$ cat config.mk
export PLATFORM = sky130hd
export DESIGN_NAME = request_arbiter_8
export DESIGN_NICKNAME = d
export VERILOG_FILES = /design/src/rtl/arb_pkg.sv /design/src/rtl/arb_priority_pick.sv /design/src/rtl/request_arbiter_8.sv
export SDC_FILE = /design/constraint.sdc
export NUM_CORES = 1
export LEC_CHECK = 0
export CORE_MARGIN = 3
export CORE_UTILIZATION = 25
export DETAILED_ROUTE_END_ITERATION = 8
export DONT_BUFFER_PORTS = 1
export PLACE_DENSITY = 0.47
export SYNTH_ARGS = -nofsm -noshare
export SYNTH_HDL_FRONTEND = slang
export SYNTH_SLANG_ARGS = --single-unit
$ cat constraint.sdc
create_clock -name clk -period 4.82 [get_ports clk]
set_input_delay 0.241 -clock clk [delete_from_list [all_inputs] [get_ports clk]]
set_output_delay 0.241 -clock clk [all_outputs]
set_load 0.02 [all_outputs]
$ cat src/rtl/arb_pkg.sv
// Shared constants and state encoding for the 8-way request arbiter.
// Used by request_arbiter_8 and arb_priority_pick.
package arb_pkg;
   localparam int ARB_N        = 8;
   localparam int ARB_IDW      = 3;
   localparam int ARB_MAX_HOLD = 16;

   typedef enum logic [1:0] {
      IDLE    = 2'd0,
      GRANT   = 2'd1,
      RELEASE = 2'd2
   } arb_state_t;
endpackage

$ cat src/rtl/arb_priority_pick.sv
// Combinational pick: first set bit of vec at or after index start, wrapping.
// valid is low when vec is all-zero.
module arb_priority_pick
   import arb_pkg::*;
(
   input  logic [ARB_N-1:0]   vec,
   input  logic [ARB_IDW-1:0] start,
   output logic [ARB_IDW-1:0] idx,
   output logic               valid
);
   logic [ARB_N-1:0]   rot;
   logic [ARB_IDW-1:0] offset;

   // rot[k] is the requester k positions after start
   genvar gi;
   generate
      for (gi = 0; gi < ARB_N; gi++) begin : g_rot
         logic [ARB_IDW-1:0] src;
         assign src     = start + ARB_IDW'(gi);
         assign rot[gi] = vec[src];
      end
   endgenerate

   always_comb begin
      offset = '0;
      for (int i = ARB_N - 1; i >= 0; i--) begin
         if (rot[i]) offset = ARB_IDW'(i);
      end
      idx   = start + offset;
      valid = |vec;
   end
endmodule

$ cat src/rtl/request_arbiter_8.sv
// Eight-requester arbiter with one-hot registered grant, hold limit and timeout mask.
// Define ARB_ROUND_ROBIN_EN for rotating priority; otherwise lowest index wins.
module request_arbiter_8
   import arb_pkg::*;
#(
   parameter int MAX_HOLD = ARB_MAX_HOLD
) (
   input  logic               clk,
   input  logic               rst,
   input  logic               en,
   input  logic [ARB_N-1:0]   req,
   output logic [ARB_N-1:0]   grant,
   output logic [ARB_IDW-1:0] grant_id,
   output logic               busy,
   output logic               timeout
);
   localparam logic [4:0] HOLD_LIMIT = 5'(MAX_HOLD - 1);

   arb_state_t         state_reg, state_next;
   logic [ARB_N-1:0]   grant_reg, grant_next;
   logic [ARB_IDW-1:0] grant_id_reg, grant_id_next;
   logic               busy_reg, busy_next;
   logic               timeout_reg, timeout_next;
   logic [4:0]         hold_cnt_reg, hold_cnt_next;
   logic [ARB_N-1:0]   mask_reg, mask_next;

   logic [ARB_N-1:0]   cand;
   logic [ARB_N-1:0]   pick_vec;
   logic [ARB_IDW-1:0] start;
   logic [ARB_IDW-1:0] win_id;
   logic               win_valid;
   logic               issue;

   // A masked requester is only skipped while someone else is asking
   assign cand     = req & ~mask_reg;
   assign pick_vec = (cand != '0) ? cand : req;
   assign issue    = ((state_reg == IDLE) || (state_reg == RELEASE)) && en && win_valid;

`ifdef ARB_ROUND_ROBIN_EN
   logic [ARB_IDW-1:0] last_id_reg, last_id_next;

   assign start = last_id_reg + 3'd1;

   always_comb begin
      last_id_next = last_id_reg;
      if (issue) last_id_next = win_id;
   end

   always_ff @(posedge clk or posedge rst) begin
      if (rst) last_id_reg <= 3'd7;
      else     last_id_reg <= last_id_next;
   end
`else
   assign start = '0;
`endif

   arb_priority_pick u_pick (
      .vec   (pick_vec),
      .start (start),
      .idx   (win_id),
      .valid (win_valid)
   );

   always_comb begin
      state_next    = state_reg;
      grant_next    = grant_reg;
      grant_id_next = grant_id_reg;
      busy_next     = busy_reg;
      timeout_next  = 1'b0;
      hold_cnt_next = hold_cnt_reg;
      mask_next     = mask_reg;

      case (state_reg)
         GRANT: begin
            hold_cnt_next = hold_cnt_reg + 5'd1;
            if (!req[grant_id_reg]) begin
               state_next    = RELEASE;
               grant_next    = '0;
               grant_id_next = '0;
               busy_next     = 1'b0;
            end else if (hold_cnt_reg == HOLD_LIMIT) begin
               state_next              = RELEASE;
               grant_next              = '0;
               grant_id_next           = '0;
               busy_next               = 1'b0;
               timeout_next            = 1'b1;
               mask_next[grant_id_reg] = 1'b1;
            end
         end
         default: begin
            if (issue) begin
               state_next    = GRANT;
               grant_next    = ARB_N'(1) << win_id;
               grant_id_next = win_id;
               busy_next     = 1'b1;
               hold_cnt_next = '0;
               // Any issued grant ends the penalty, including a fallback regrant
               mask_next     = '0;
            end else begin
               state_next    = IDLE;
               grant_next    = '0;
               grant_id_next = '0;
               busy_next     = 1'b0;
            end
         end
      endcase
   end

   always_ff @(posedge clk or posedge rst) begin
      if (rst) begin
         state_reg    <= IDLE;
         grant_reg    <= '0;
         grant_id_reg <= '0;
         busy_reg     <= 1'b0;
         timeout_reg  <= 1'b0;
         hold_cnt_reg <= '0;
         mask_reg     <= '0;
      end else begin
         state_reg    <= state_next;
         grant_reg    <= grant_next;
         grant_id_reg <= grant_id_next;
         busy_reg     <= busy_next;
         timeout_reg  <= timeout_next;
         hold_cnt_reg <= hold_cnt_next;
         mask_reg     <= mask_next;
      end
   end

   assign grant    = grant_reg;
   assign grant_id = grant_id_reg;
   assign busy     = busy_reg;
   assign timeout  = timeout_reg;
endmodule

# == After elaboration in Yosys (flattened, before gate mapping) ==
# Cells that the tools add are included.
# word_totals
ff_bits,28
input_bits,11
out_inout_bits,13
wordCells,67
# classes
addsub,1
magnitude_cmp,2
eq_ne,6
n_shift,1
mux,38
n_bitwise,3
n_reduce_logical,9
# ops
operator,n
8-bit 2-to-1 mux,9
3-bit 2-to-1 mux,12
1-bit 2-to-1 mux,10
5-bit 2-to-1 mux,2
8-bit AND,1
8-bit inverter,1
8-bit OR,1
8-bit nonzero test,1
8-bit OR reduction,1
"1-bit by 3-bit left shift with 8-bit output, first input constant",1
2-bit 2-to-1 mux,3
"5-bit by 1-bit adder with 5-bit output, second input constant",1
"5-bit by 4-bit == test with 1-bit output, second input constant",1
"3-bit by 4-bit less-than comparator with 1-bit output, second input constant",1
"2-bit inequality test, second input constant",2
1-bit binary-select mux with 3-bit select,1
1-bit demux with 3-bit select,1
"3-bit by 1-bit >= comparator with 1-bit output, second input constant",1
1-bit logical AND,3
"3-bit inequality test, second input constant",1
3-bit AND reduction,1
"2-bit by 1-bit == test with 1-bit output, second input constant",1
"2-bit == test, second input constant",1
2-bit logical NOT,1
other kinds (2),2

# == Logic depth before layout (Yosys ltp) ==
# depth
word_depth,15
mapped_depth,8
mapped_depth_nobuf,7

# == Cells and area by module ==
# A second synthesis with hierarchy kept.
# unflattened
hier_cells,206
hier_area_um2,2080.7
# modules_own_cells
module,instances,cells_per_inst,area_per_inst_um2,seq_area_each_um2
request_arbiter_8,1,135,1357.6,675.6
arb_priority_pick,1,71,723.2,0.0

# == Worst setup path after synthesis ==
# OpenSTA, ideal clock, no wires.
# synth_timing
path_kind,reg-to-reg
start,"register grant_id_reg[2], in the netlist grant_id[2]"
end,"register grant_reg[7], in the netlist grant[7]"
arrival_ps,1814
required_time_ps,4699
setup_slack_ps,2885
path_stages_with_launch,7
path_cell_list,dfrtp_1 mux2_2 a22o_1 o31ai_1 nor2_1 clkbuf_1 a22o_1
# synth_via
elab_chain_cells,4
# synth_rtl
item,line_no,text
from (decl),request_arbiter_8.sv:21,"logic [ARB_IDW-1:0] grant_id_reg, grant_id_next;"
from (signal assigned),request_arbiter_8.sv:121,grant_id_reg <= grant_id_next;
1-bit binary-select mux with 3-bit select *,request_arbiter_8.sv:76,if (!req[grant_id_reg]) begin
1-bit 2-to-1 mux (not written as such) *,request_arbiter_8.sv:76,
8-bit 2-to-1 mux,request_arbiter_8.sv:76,
8-bit 2-to-1 mux,request_arbiter_8.sv:73,case (state_reg)
to (signal assigned),request_arbiter_8.sv:120,grant_reg <= grant_next;
to (decl),request_arbiter_8.sv:20,"logic [ARB_N-1:0] grant_reg, grant_next;"
# Every way passes the cells marked *; elsewhere a longest branch is shown, timed or not. The select of a mux whose other input is x is not followed.
# A chain may end at the register's enable or synchronous reset.

# == Worst setup path in the final report ==
# layout_timing
start,register mask_reg[2]
end,register hold_cnt_reg[3]
# layout_via
elab_chain_cells,7
# layout_rtl
item,line_no,text
from (decl),request_arbiter_8.sv:25,"logic [ARB_N-1:0] mask_reg, mask_next;"
from (signal assigned),request_arbiter_8.sv:125,mask_reg <= mask_next;
8-bit inverter *,request_arbiter_8.sv:35,assign cand = req & ~mask_reg;
8-bit AND *,request_arbiter_8.sv:35,
8-bit nonzero test,request_arbiter_8.sv:36,assign pick_vec = (cand != '0) ? cand : req;
8-bit 2-to-1 mux *,request_arbiter_8.sv:36,
8-bit OR reduction *,arb_priority_pick.sv:30,valid = |vec;
1-bit logical AND *,request_arbiter_8.sv:37,assign issue = ((state_reg == IDLE) || (state_reg == RELEASE)) && en && win_valid;
2-bit nonzero test (no line) *,--,
to (signal assigned),request_arbiter_8.sv:124,hold_cnt_reg <= hold_cnt_next;
to (decl),request_arbiter_8.sv:24,"logic [4:0] hold_cnt_reg, hold_cnt_next;"
# Every way passes the cells marked *; elsewhere a longest branch is shown, timed or not.

==> out/qor.csv <==
metric,value,unit
status,completed,
hold buffers post-CTS,0,
share of cells above drive strength 1,0.1200,
Tcrit/Tclk final,0.4717,
pin count of the biggest net entering global routing,28,
cell leakage power,0.6749,nW
CP top delay family,compound AO/OA/AOI/OAI gates,
"Setup violations, final",0,
H-tree levels,1,
grt ovf,0,
synth top area cells,"dfrtp_1 47%, a22o_1 4.9%, nand2_1 4.7%",
Die Span X,81.93,um
crit path kind,flip-flop to flip-flop,
Post-DP HPWL,2.626,mm
gp weighted congestion,0.7941,
largest area contributor in the netlist,dfrtp_1,
initial antenna violation count,0,
arrival time at the worst endpoint,2.43,ns
Die H,81.93,um
final core occ,0.2818,
final total negative setup slack,0,ns
Num CTS Buffers,3,
"critical path, cell by cell",nand2b_1 -> o2111ai_2 -> o21ai_1 -> a22oi_1 -> a41oi_2 -> nand3b_1 -> o21ai_1,
antenna cell count,0,
Die Area,6713,um2
Pins Over Slew Limit,0,
Synth Instances,148,
RSZ-0062 raised after global routing,false,
"Distinct cells, synth",37,
clock buffer depth,2,
Initial Util,0.2602,
Levels on crit path,7,
"Net Count, Synth",161,
measured slew at the worst slew-check pin,1.007,ns
area of the mapped netlist,1441,um2
most frequent cell after synthesis,dfrtp_1,
VDD IR-drop max,0.1271,mV
post-layout min period,2.274,ns
worst-path fanout max,14,
Crit. End Element,flip-flop,
site row count,27,
CTS tree,yes,
post-CTS setup buffers,0,
Clock Pin Slew Worst Setup and Hold Paths,0.09,ns
DRT iter0 DRCs,59,
port bufs,0,
Hold Path Class,primary input to async pin,
GR Util All Layers,0.1060,
clk sinks,27,
Yosys top cell area share,0.4688,
"top cells by count, synth","27 x dfrtp_1, 18 x nand2_1, 16 x nor2_1",
WL final,3.317,mm
CP dominant cell by count,o21ai_1,
Syn. warnings,0,
# resized after CTS,0,
vias in the first global route,1041,
Crit-path slowest cell,a41oi_2,
Post-synth EDFFs,0,
Fin. Hold Viols,0,
clock skew,0.007252,ns
max incr delay on CP,0.65,ns
Buf/Inv on CP,0,
Critical Path RT,4.98,ns
drc violations,0,
CP Launch Type,flip-flop,
via/cell ratio,5.036,
Clock Latency Late Sink,0.27,ns
Max Fclk,439.8,MHz
root buffer cell,clkbuf_8,
Initial DRT Pass Iterations,4,
synthesized flop and latch total,27,
mean post-synth cell area,9.739,um2
Pwr per Cell Area,329.1,nW/um2
routed vias,1118,
first-pass GRT wire length,5.368,mm
ys flop type,dfrtp_1,
relative slew slack,0.3280,
P&R area growth vs syn,8.334,%
Post-layout nets,164,
Ports,24,
Core Area,5540,um2
sequential area share after synthesis,0.4688,
Post-synth ARST share,1.000,
max-cap check violation count,0,
WL/cell,14.94,um
reg2reg path depth,7,
DRT antenna net count,0,
-- cell type report --
class,instances,area (um2)
Clock buffer,4,45.04
Fill cell,611,3979
Sequential cell,27,675.6
Tap cell,72,90.09
Inverter,7,26.28
Multi-Input combinational cell,112,724.4
-- cell families after synthesis --
family | share of synthesized area
and+or+nand+nor | 0.1901
AOI/OAI and AO/OA | 0.2795
DFF | 0.4688
buffers and inverters | 0.02864
muxes | 0.01562
adders and majority gates | 0.01736
-- power breakdown --
part	leakage, nW	internal, W	switching (W)
registers	0.370	0.000249	0.0000339
logic	0.283	0.0000374	0.0000674
clock network	0.0228	0.0000591	0.0000674
-- stage by stage --
stage / instance area [um2] / total power [W] / hold WS (ns) / instances / setup slack [ns]
after floorplan: 1441 / 0.0003719 / 0.2937 / 148 / 2.885
after global placement: 1516 / 0.0003931 / 0.4060 / 218 / 2.588
after detailed placement: 1516 / 0.0003958 / 0.4015 / 218 / 2.546
after CTS: 1562 / 0.0005249 / 0.1056 / 222 / 2.530
after global routing: 1562 / 0.0005570 / 0.1130 / 222 / 2.327
final: 1562 / 0.0005139 / 0.09348 / 222 / 2.546
-- worst reg2reg max path: stages (launching register included) --
cell and delay, ns:
dfrtp_1 0.40, nand2b_1 0.14, o2111ai_2 0.22, o21ai_1 0.35
a22oi_1 0.16, a41oi_2 0.65, nand3b_1 0.19, o21ai_1 0.06
-- cell usage in the layout (no fill, tap or decap), types with 2 or more instances in the layout --
cell,synthesis,routed
nor2_1,16,16
a22oi_2,2,2
nand3_1,2,2
o31ai_2,2,2
ha_1,2,2
a21oi_1,10,10
nor2b_1,3,3
a31oi_1,3,3
a22oi_1,2,2
dfrtp_1,27,27
nand2b_1,10,10
o21ai_0,6,6
nand3b_1,2,2
o21ai_1,8,8
inv_1,6,6
clkbuf_8,0,3
a22o_1,8,8
mux2_2,2,2
nand2_1,18,18
-- metal layers --
layer | share of wire | up-vias | global-route usage
met3 | 0.072 | 2 | 0.03399
met5 | 0 | - | 0
met2 | 0.49 | 30 | 0.1761
met1 | 0.43 | 548 | 0.1389
met4 | 0.0021 | 0 | 0.009967
li1 | - | 538 | -
-- worst paths after layout --
check / startpoint / to / slack (ns)
max reg2reg: mask_reg[2] / hold_cnt_reg[3] / 2.55
min in group clk: req[0] / grant[0] / 0.11
min reg2reg: hold_cnt_reg[3] / hold_cnt_reg[3] / 0.47
max in group asynchronous: rst / mask_reg[4] / 4.11
min: rst / state_reg[1] / 0.09
max: mask_reg[2] / hold_cnt_reg[3] / 2.55
Power figures use the tool's default switching activity.
